File: src/rtl/line_buffer_7x7_if.sv
// Pixel input stream for line_buffer_7x7: one 8-bit pixel per valid/ready handshake.
interface line_buffer_7x7_if;
    logic [7:0] data_i;
    logic       valid_i;
    logic       ready_o;

    modport master (output data_i, output valid_i, input  ready_o);
    modport slave  (input  data_i, input  valid_i, output ready_o);
endinterface

File: src/rtl/line_buffer_7x7.sv
// line_buffer_7x7: raster-order line buffer and 7-tap column sequencer for a 7x7 window stage.
// Keeps six previous rows, emits one vertical column per shift and inserts the
// horizontal (3 columns per row) and vertical (3 rows per frame) zero flush shifts.
// Optional feature: define LINE_BUFFER_7X7_STALL_EN to add the stall_i input.
//
// state  | meaning
// IDLE   | waiting for the first pixel of a frame, ready_o=1
// RUN    | accepting image pixels, one shift per accept
// HFLUSH | col in COLS..COLS+2, zero column shifted every cycle, ready_o=0
// VFLUSH | row in ROWS..ROWS+2, zero pixel shifted every cycle for col < COLS
module line_buffer_7x7 #(
    parameter int ROWS = 7,
    parameter int COLS = 7
) (
    input  logic       clk,
    input  logic       rst,
`ifdef LINE_BUFFER_7X7_STALL_EN
    input  logic       stall_i,
`endif
    line_buffer_7x7_if.slave pix_if,
    output logic [7:0] d1_o,
    output logic [7:0] d2_o,
    output logic [7:0] d3_o,
    output logic [7:0] d4_o,
    output logic [7:0] d5_o,
    output logic [7:0] d6_o,
    output logic [7:0] d7_o,
    output logic       start_o,
    output logic       done_o,
    output logic       frame_done_o
);

    localparam int COL_W = $clog2(COLS + 3);
    localparam int ROW_W = $clog2(ROWS + 3);
    localparam int AW    = $clog2(COLS);

    localparam logic [COL_W-1:0] COLS_C   = COL_W'(COLS);
    localparam logic [COL_W-1:0] COL_EDGE = COL_W'(COLS - 1);
    localparam logic [COL_W-1:0] COL_LAST = COL_W'(COLS + 2);
    localparam logic [ROW_W-1:0] ROW_EDGE = ROW_W'(ROWS - 1);
    localparam logic [ROW_W-1:0] ROW_LAST = ROW_W'(ROWS + 2);
    localparam logic [COL_W-1:0] COL_CTR  = COL_W'(3);
    localparam logic [ROW_W-1:0] ROW_CTR  = ROW_W'(3);

    typedef enum logic [1:0] {IDLE, RUN, HFLUSH, VFLUSH} state_t;

    state_t           state_q;
    logic [ROW_W-1:0] row_q;
    logic [COL_W-1:0] col_q;
    logic             ready_q;
    logic [7:0]       tap_q [7];
    logic [7:0]       tap_d [7];
    logic             start_q;
    logic             done_p_q;
    logic             done_q;
    logic             fd_p_q;
    logic             fd_q;

    // line_mem[0] is the previous row, line_mem[5] the row six lines back
    logic [7:0]       line_mem [6][COLS];

    logic             stall;
    logic             accept;
    logic             flushing;
    logic             shift;
    logic             in_img;
    logic [AW-1:0]    col_a;
    logic [7:0]       pixel;

`ifdef LINE_BUFFER_7X7_STALL_EN
    assign stall = stall_i;
`else
    assign stall = 1'b0;
`endif

    assign pix_if.ready_o = ready_q & ~stall;
    assign accept   = pix_if.valid_i & pix_if.ready_o;
    assign flushing = (state_q == HFLUSH) || (state_q == VFLUSH);
    assign shift    = flushing ? ~stall : accept;
    assign in_img   = col_q < COLS_C;
    assign col_a    = col_q[AW-1:0];
    assign pixel    = (state_q == VFLUSH) ? 8'd0 : pix_if.data_i;

    // Column taps read before the cascade write; zero outside the image width
    always_comb begin
        for (int k = 0; k < 7; k++) tap_d[k] = 8'd0;
        if (in_img) begin
            tap_d[0] = pixel;
            for (int k = 1; k < 7; k++) tap_d[k] = line_mem[k-1][col_a];
        end
    end

    // Row cascade: each shift inside the image pushes the column one line deeper
    always_ff @(posedge clk) begin
        if (shift && in_img) begin
            line_mem[0][col_a] <= pixel;
            for (int k = 1; k < 6; k++) line_mem[k][col_a] <= line_mem[k-1][col_a];
        end
    end

    // Sequencer FSM with shift counters and registered strobes/taps
    always_ff @(posedge clk or negedge rst) begin
        if (!rst) begin
            state_q  <= IDLE;
            row_q    <= '0;
            col_q    <= '0;
            ready_q  <= 1'b1;
            start_q  <= 1'b0;
            done_p_q <= 1'b0;
            done_q   <= 1'b0;
            fd_p_q   <= 1'b0;
            fd_q     <= 1'b0;
            for (int k = 0; k < 7; k++) tap_q[k] <= 8'd0;
        end else begin
            start_q  <= shift;
            done_p_q <= shift && (row_q >= ROW_CTR) && (col_q >= COL_CTR);
            fd_p_q   <= shift && (row_q == ROW_LAST) && (col_q == COL_LAST);
            done_q   <= done_p_q;
            fd_q     <= fd_p_q;
            if (shift) begin
                for (int k = 0; k < 7; k++) tap_q[k] <= tap_d[k];
                if (col_q == COL_LAST) begin
                    col_q <= '0;
                    if (row_q == ROW_LAST) begin
                        row_q   <= '0;
                        state_q <= IDLE;
                        ready_q <= 1'b1;
                    end else if (row_q < ROW_EDGE) begin
                        row_q   <= row_q + 1'b1;
                        state_q <= RUN;
                        ready_q <= 1'b1;
                    end else begin
                        row_q   <= row_q + 1'b1;
                        state_q <= VFLUSH;
                        ready_q <= 1'b0;
                    end
                end else begin
                    col_q <= col_q + 1'b1;
                    if (col_q == COL_EDGE) begin
                        state_q <= HFLUSH;
                        ready_q <= 1'b0;
                    end else if (state_q == IDLE) begin
                        state_q <= RUN;
                    end
                end
            end
        end
    end

    assign d1_o         = tap_q[0];
    assign d2_o         = tap_q[1];
    assign d3_o         = tap_q[2];
    assign d4_o         = tap_q[3];
    assign d5_o         = tap_q[4];
    assign d6_o         = tap_q[5];
    assign d7_o         = tap_q[6];
    assign start_o      = start_q;
    assign done_o       = done_q;
    assign frame_done_o = fd_q;

endmodule

File: src/flat_wrapper.sv
// flat-port wrapper written by rule: the top's interface ports become plain ports
module line_buffer_7x7_flat 
#(
    parameter int ROWS = 7,
    parameter int COLS = 7
)
  (clk, rst, d1_o, d2_o, d3_o, d4_o, d5_o, d6_o, d7_o, start_o, done_o, frame_done_o, pix_if_data_i, pix_if_valid_i, pix_if_ready_o);
  line_buffer_7x7_if pix_if_i ();
  input  logic clk;
  input  logic rst;
  output logic [7:0] d1_o;
  output logic [7:0] d2_o;
  output logic [7:0] d3_o;
  output logic [7:0] d4_o;
  output logic [7:0] d5_o;
  output logic [7:0] d6_o;
  output logic [7:0] d7_o;
  output logic start_o;
  output logic done_o;
  output logic frame_done_o;
  input wire logic [$bits(pix_if_i.data_i)-1:0] pix_if_data_i;
  input wire logic [$bits(pix_if_i.valid_i)-1:0] pix_if_valid_i;
  output wire logic [$bits(pix_if_i.ready_o)-1:0] pix_if_ready_o;
  assign pix_if_i.data_i = pix_if_data_i;
  assign pix_if_i.valid_i = pix_if_valid_i;
  assign pix_if_ready_o = pix_if_i.ready_o;
  line_buffer_7x7 #(.ROWS(ROWS), .COLS(COLS)) u_core (.clk(clk), .rst(rst), .pix_if(pix_if_i), .d1_o(d1_o), .d2_o(d2_o), .d3_o(d3_o), .d4_o(d4_o), .d5_o(d5_o), .d6_o(d6_o), .d7_o(d7_o), .start_o(start_o), .done_o(done_o), .frame_done_o(frame_done_o));
endmodule
File: config.mk
export PLATFORM = sky130hd
export DESIGN_NAME = line_buffer_7x7_flat
export DESIGN_NICKNAME = d
export VERILOG_FILES = /design/src/rtl/line_buffer_7x7_if.sv /design/src/rtl/line_buffer_7x7.sv /design/src/flat_wrapper.sv
export SDC_FILE = /design/constraint.sdc
export NUM_CORES = 1
export LEC_CHECK = 0
export CAP_MARGIN = 20
export CORE_ASPECT_RATIO = 1.2
export CORE_MARGIN = 2
export CORE_UTILIZATION = 52
export DETAILED_ROUTE_END_ITERATION = 8
export GPL_TIMING_DRIVEN = 0
export PLACE_DENSITY = 0.69
export SETUP_SLACK_MARGIN = 0.2
export SLEW_MARGIN = 20
export SYNTH_ARGS = -nofsm -noshare
export SYNTH_HDL_FRONTEND = slang
export SYNTH_SLANG_ARGS = --single-unit
File: constraint.sdc
create_clock -name clk -period 5.41 [get_ports clk]
set_input_delay 0.541 -clock clk [delete_from_list [all_inputs] [get_ports clk]]
set_output_delay 0.541 -clock clk [all_outputs]
set_load 0.05 [all_outputs]
==> out/qor.csv <==
stage,metric,value,unit
power,vdd_drop_max,220,µV
final_layout,final_nets,1107,
floorplanning,core_region_area,0.0305,mm²
timing,rsz0062_at_grt,no,
timing,clock_skew,14.1,ps
timing,timing_hold_violations_final,0,
final_layout,area_growth,18.2,%
global_routing,gr-total-overflow,0,
floorplanning,fp.dieH,197,µm
floorplanning,start_util,53.0,%
timing,timing.final.ws_setup,2350,ps
clock_tree,h-tree-depth,2,
logic_synthesis,synth.distinct_cells,46,
clock_tree,cts_root_buffer,clkbuf_16,
critical_path,worst-r2r-cell-count,9,
final_layout,multiInputGateArea,0.00391,mm²
clock_tree,cts_resized,0,
routing,via_count,8877,
global_routing,grt_pass1_vias,8833,
logic_synthesis,yosys_warnings,0,
clock_tree,clk_pin_slew,60,ps
final_layout,antenna-diode-count,0,
critical_path,cp-start-kind,flip-flop,
routing,drt-initial-drc-count,671,
place,routabilityCongestion,0.758,
logic_synthesis,synth_area_leader_cell,edfxtp_1,
global_routing,antenna_found_initial,0,
critical_path,crit_type,flip-flop to flip-flop,
global_routing,grt_pass1_wl,55.0,mm
logic_synthesis,synth-main-ff-cell,edfxtp_1,
global_routing,grtUsageTotal,23.2,%
routing,routed_wl,36.6,mm
logic_synthesis,syn_area,0.0161,mm²
clock_tree,cts_setup_buffers,0,
final_layout,n_fill_cell,2191,
clock_tree,cts_buffers,38,
logic_synthesis,synthCells,955,
routing,dr.pass1.iters,5,
place,pre_cts_ws,2020,ps
place,dp_hpwl,24.0,mm
flow_run,drv_cap,0,
timing,setup_viol_count_final,0,
logic_synthesis,avgSynthCellArea,16.9,µm²
critical_path,cp.required,5650,ps
floorplanning,row_count,70,
power,pwr_density_cell,321,mW/mm²
outcome,status,completed,
routing,avgRoutedWirePerCell,24.0,µm
logic_synthesis,synth_top_area_share,62.5,%
power,p_leak,0.00647,µW
logic_synthesis,ys_async_sr_fraction,17.6,%
critical_path,critPathArrivalTime,3300,ps
logic_synthesis,seq_area_frac_synth,73.7,%
logic_synthesis,synth_edf_count,336,
final_layout,fin_util,62.6,%
routing,avgViaCountPerCell,5.83,
routing,ant_nets,0,
place,port-buffer-count,70,
timing,drv_slew,0,
routing,drc,0,
critical_path,endpoint_kind,flip-flop,
clock_tree,clockBufferDepth,3,
floorplanning,die_area,0.0325,mm²
logic_synthesis,synth_area_leaders,"edfxtp_1 63%, dfrtp_1 11%, mux2i_1 8.2%",
critical_path,path_max_fanout,10,
logic_synthesis,syn_nets,966,
timing,max-slew-margin-rel,31.1,%
clock_tree,clk_latency,530,ps
hold_path,worstHoldPathType,flip-flop to flip-flop,
clock_tree,clock_sinks,408,
floorplanning,ios,71,
floorplanning,die_x,165,µm
timing,period_share,56.5,%
hold_path,holdPathStages,0,
final_layout,drive_gt1_share,16.8,%
timing,max_slew.worst_pin.slew,1030,ps
clock_tree,cts_tree,built,
final_layout,final-seq-area,0.0119,mm²
global_routing,grt_max_degree,43,
logic_synthesis,synth_seq_cells,408,
timing,final.min_clock_period,3060,ps
timing,fmax,0.327,GHz
## area by class of cell
cell class | count | area share [%]
Sequential cell | 408 | 62.3
Multi-Input combinational cell | 485 | 20.5
Clock buffer | 55 | 5.86
Timing Repair Buffer | 101 | 5.82
Tap cell | 396 | 2.60
Buffer | 60 | 1.99
Clock inverter | 15 | 0.905
Inverter | 2 | 0.0393
## cells in the mapped netlist, types with 10 or more instances
library cell    n
dfrtp_1        71
clkbuf_1       15
or2_2          11
or2_1          28
a22o_1         88
buf_4          13
a31oi_2        32
mux2i_1       133
nand2_1        68
and2_1         10
nor2b_1        15
buf_2          23
edfxtp_1      336
o21ai_0        12
## layout by cell type (no fill, tap or decap), types with 3 or more instances in the layout
master	synthesis	final
buf_6	8	15
dfrtp_1	71	71
clkinv_2	0	5
clkdlybuf4s50_1	0	69
a31oi_1	9	9
clkbuf_16	0	41
clkbuf_8	0	4
a22o_1	88	88
buf_12	1	5
and2_1	10	10
bufinv_16	0	4
o21a_1	8	8
a32oi_1	7	7
clkinv_1	0	5
nor2_1	9	6
nand3b_1	9	9
mux2i_1	133	133
or2_2	11	11
a31oi_2	32	32
buf_16	0	5
buf_4	13	28
edfxtp_1	336	336
nand2b_1	6	6
nand2_1	68	68
a21o_1	3	3
xnor2_1	3	3
o221ai_1	7	7
clkbuf_1	15	25
nor3_1	6	3
buf_2	23	23
o21ai_0	12	12
nor2b_1	15	14
or2_1	28	28
nor2_4	0	3
nor3_2	0	3
## worst max-delay path: stages, from the launching register on
cell	delay (ps)
dfrtp_1	320
buf_4	190
buf_4	240
buf_4	200
buf_2	270
nand3_1	200
nor3_2	640
buf_4	320
buf_4	220
buf_6	150
## registers in the layout, summed over array words and instances, names as in the netlist, 2 cells and up
register         flops
u_core.col_q         4
u_core.d1_o          8
u_core.d2_o          8
u_core.d3_o          8
u_core.d4_o          8
u_core.d5_o          8
u_core.d6_o          8
u_core.d7_o          8
u_core.line_mem    336
u_core.row_q         4
u_core.state_q       2
## path summary, 6_finish.rpt
check	end	slack, ps	from
min	u_core.frame_done_o$_DFF_PN0_	360	u_core.fd_p_q$_DFF_PN0_
min in group asynchronous	u_core.done_p_q$_DFF_PN0_	520	rst
max in group asynchronous	u_core.d5_o[0]$_DFFE_PN0P_	4290	rst
max	u_core.line_mem[0][22]$_DFFE_PP_	2350	u_core.col_q[2]$_DFFE_PN0P_
min reg2reg	u_core.frame_done_o$_DFF_PN0_	360	u_core.fd_p_q$_DFF_PN0_
max reg2reg	u_core.line_mem[0][22]$_DFFE_PP_	2350	u_core.col_q[2]$_DFFE_PN0P_
## cell families after synthesis
logic type,count (synthesis),synth area share [%]
flip-flops,408,73.7
AO/OA/AOI/OAI,177,9.81
AND/OR/NAND/NOR,168,5.38
multiplexers,136,8.53
buffers and inverters,62,2.40
XOR/XNOR,4,0.217
## per-stage QoR
step / total power, µW / instances / area, µm² / hold WS [ps] / TNS [ps]
after floorplan: 3440 / 955 / 16100 / 245 / 0
after global routing: 6290 / 1522 / 19100 / 370 / 0
after detailed placement: 3460 / 1451 / 17800 / 344 / 0
after CTS: 6160 / 1522 / 19100 / 357 / 0
after global placement: 3460 / 1421 / 17300 / 334 / -605300
final: 6130 / 1522 / 19100 / 356 / 0
## repair_timing
item | CTS | global route
hold buffers | 1 | 0
endpoints found under the hold margin | 29 | 0
endpoints found under the setup margin | 0 | 0
## report_power, final
group / internal [µW] / switching, µW / total (µW)
clock network: 1630 / 1110 / 2740
registers: 3360 / 0 / 3360
logic: 10.5 / 19.4 / 29.9
total: 5010 / 1130 / 6130
## routing by layer
layer | part of all wire, % | up-vias | GRT usage, % | routed length [µm]
met5 | 0 | - | 0 | 0
met4 | 2.4 | 0 | 7.05 | 879
met3 | 5.4 | 66 | 3.32 | 1990
met2 | 50 | 306 | 38.8 | 18200
met1 | 42 | 4509 | 31.7 | 15500
li1 | - | 3996 | - | -
Note: power is estimated with default switching activity, not from simulation.
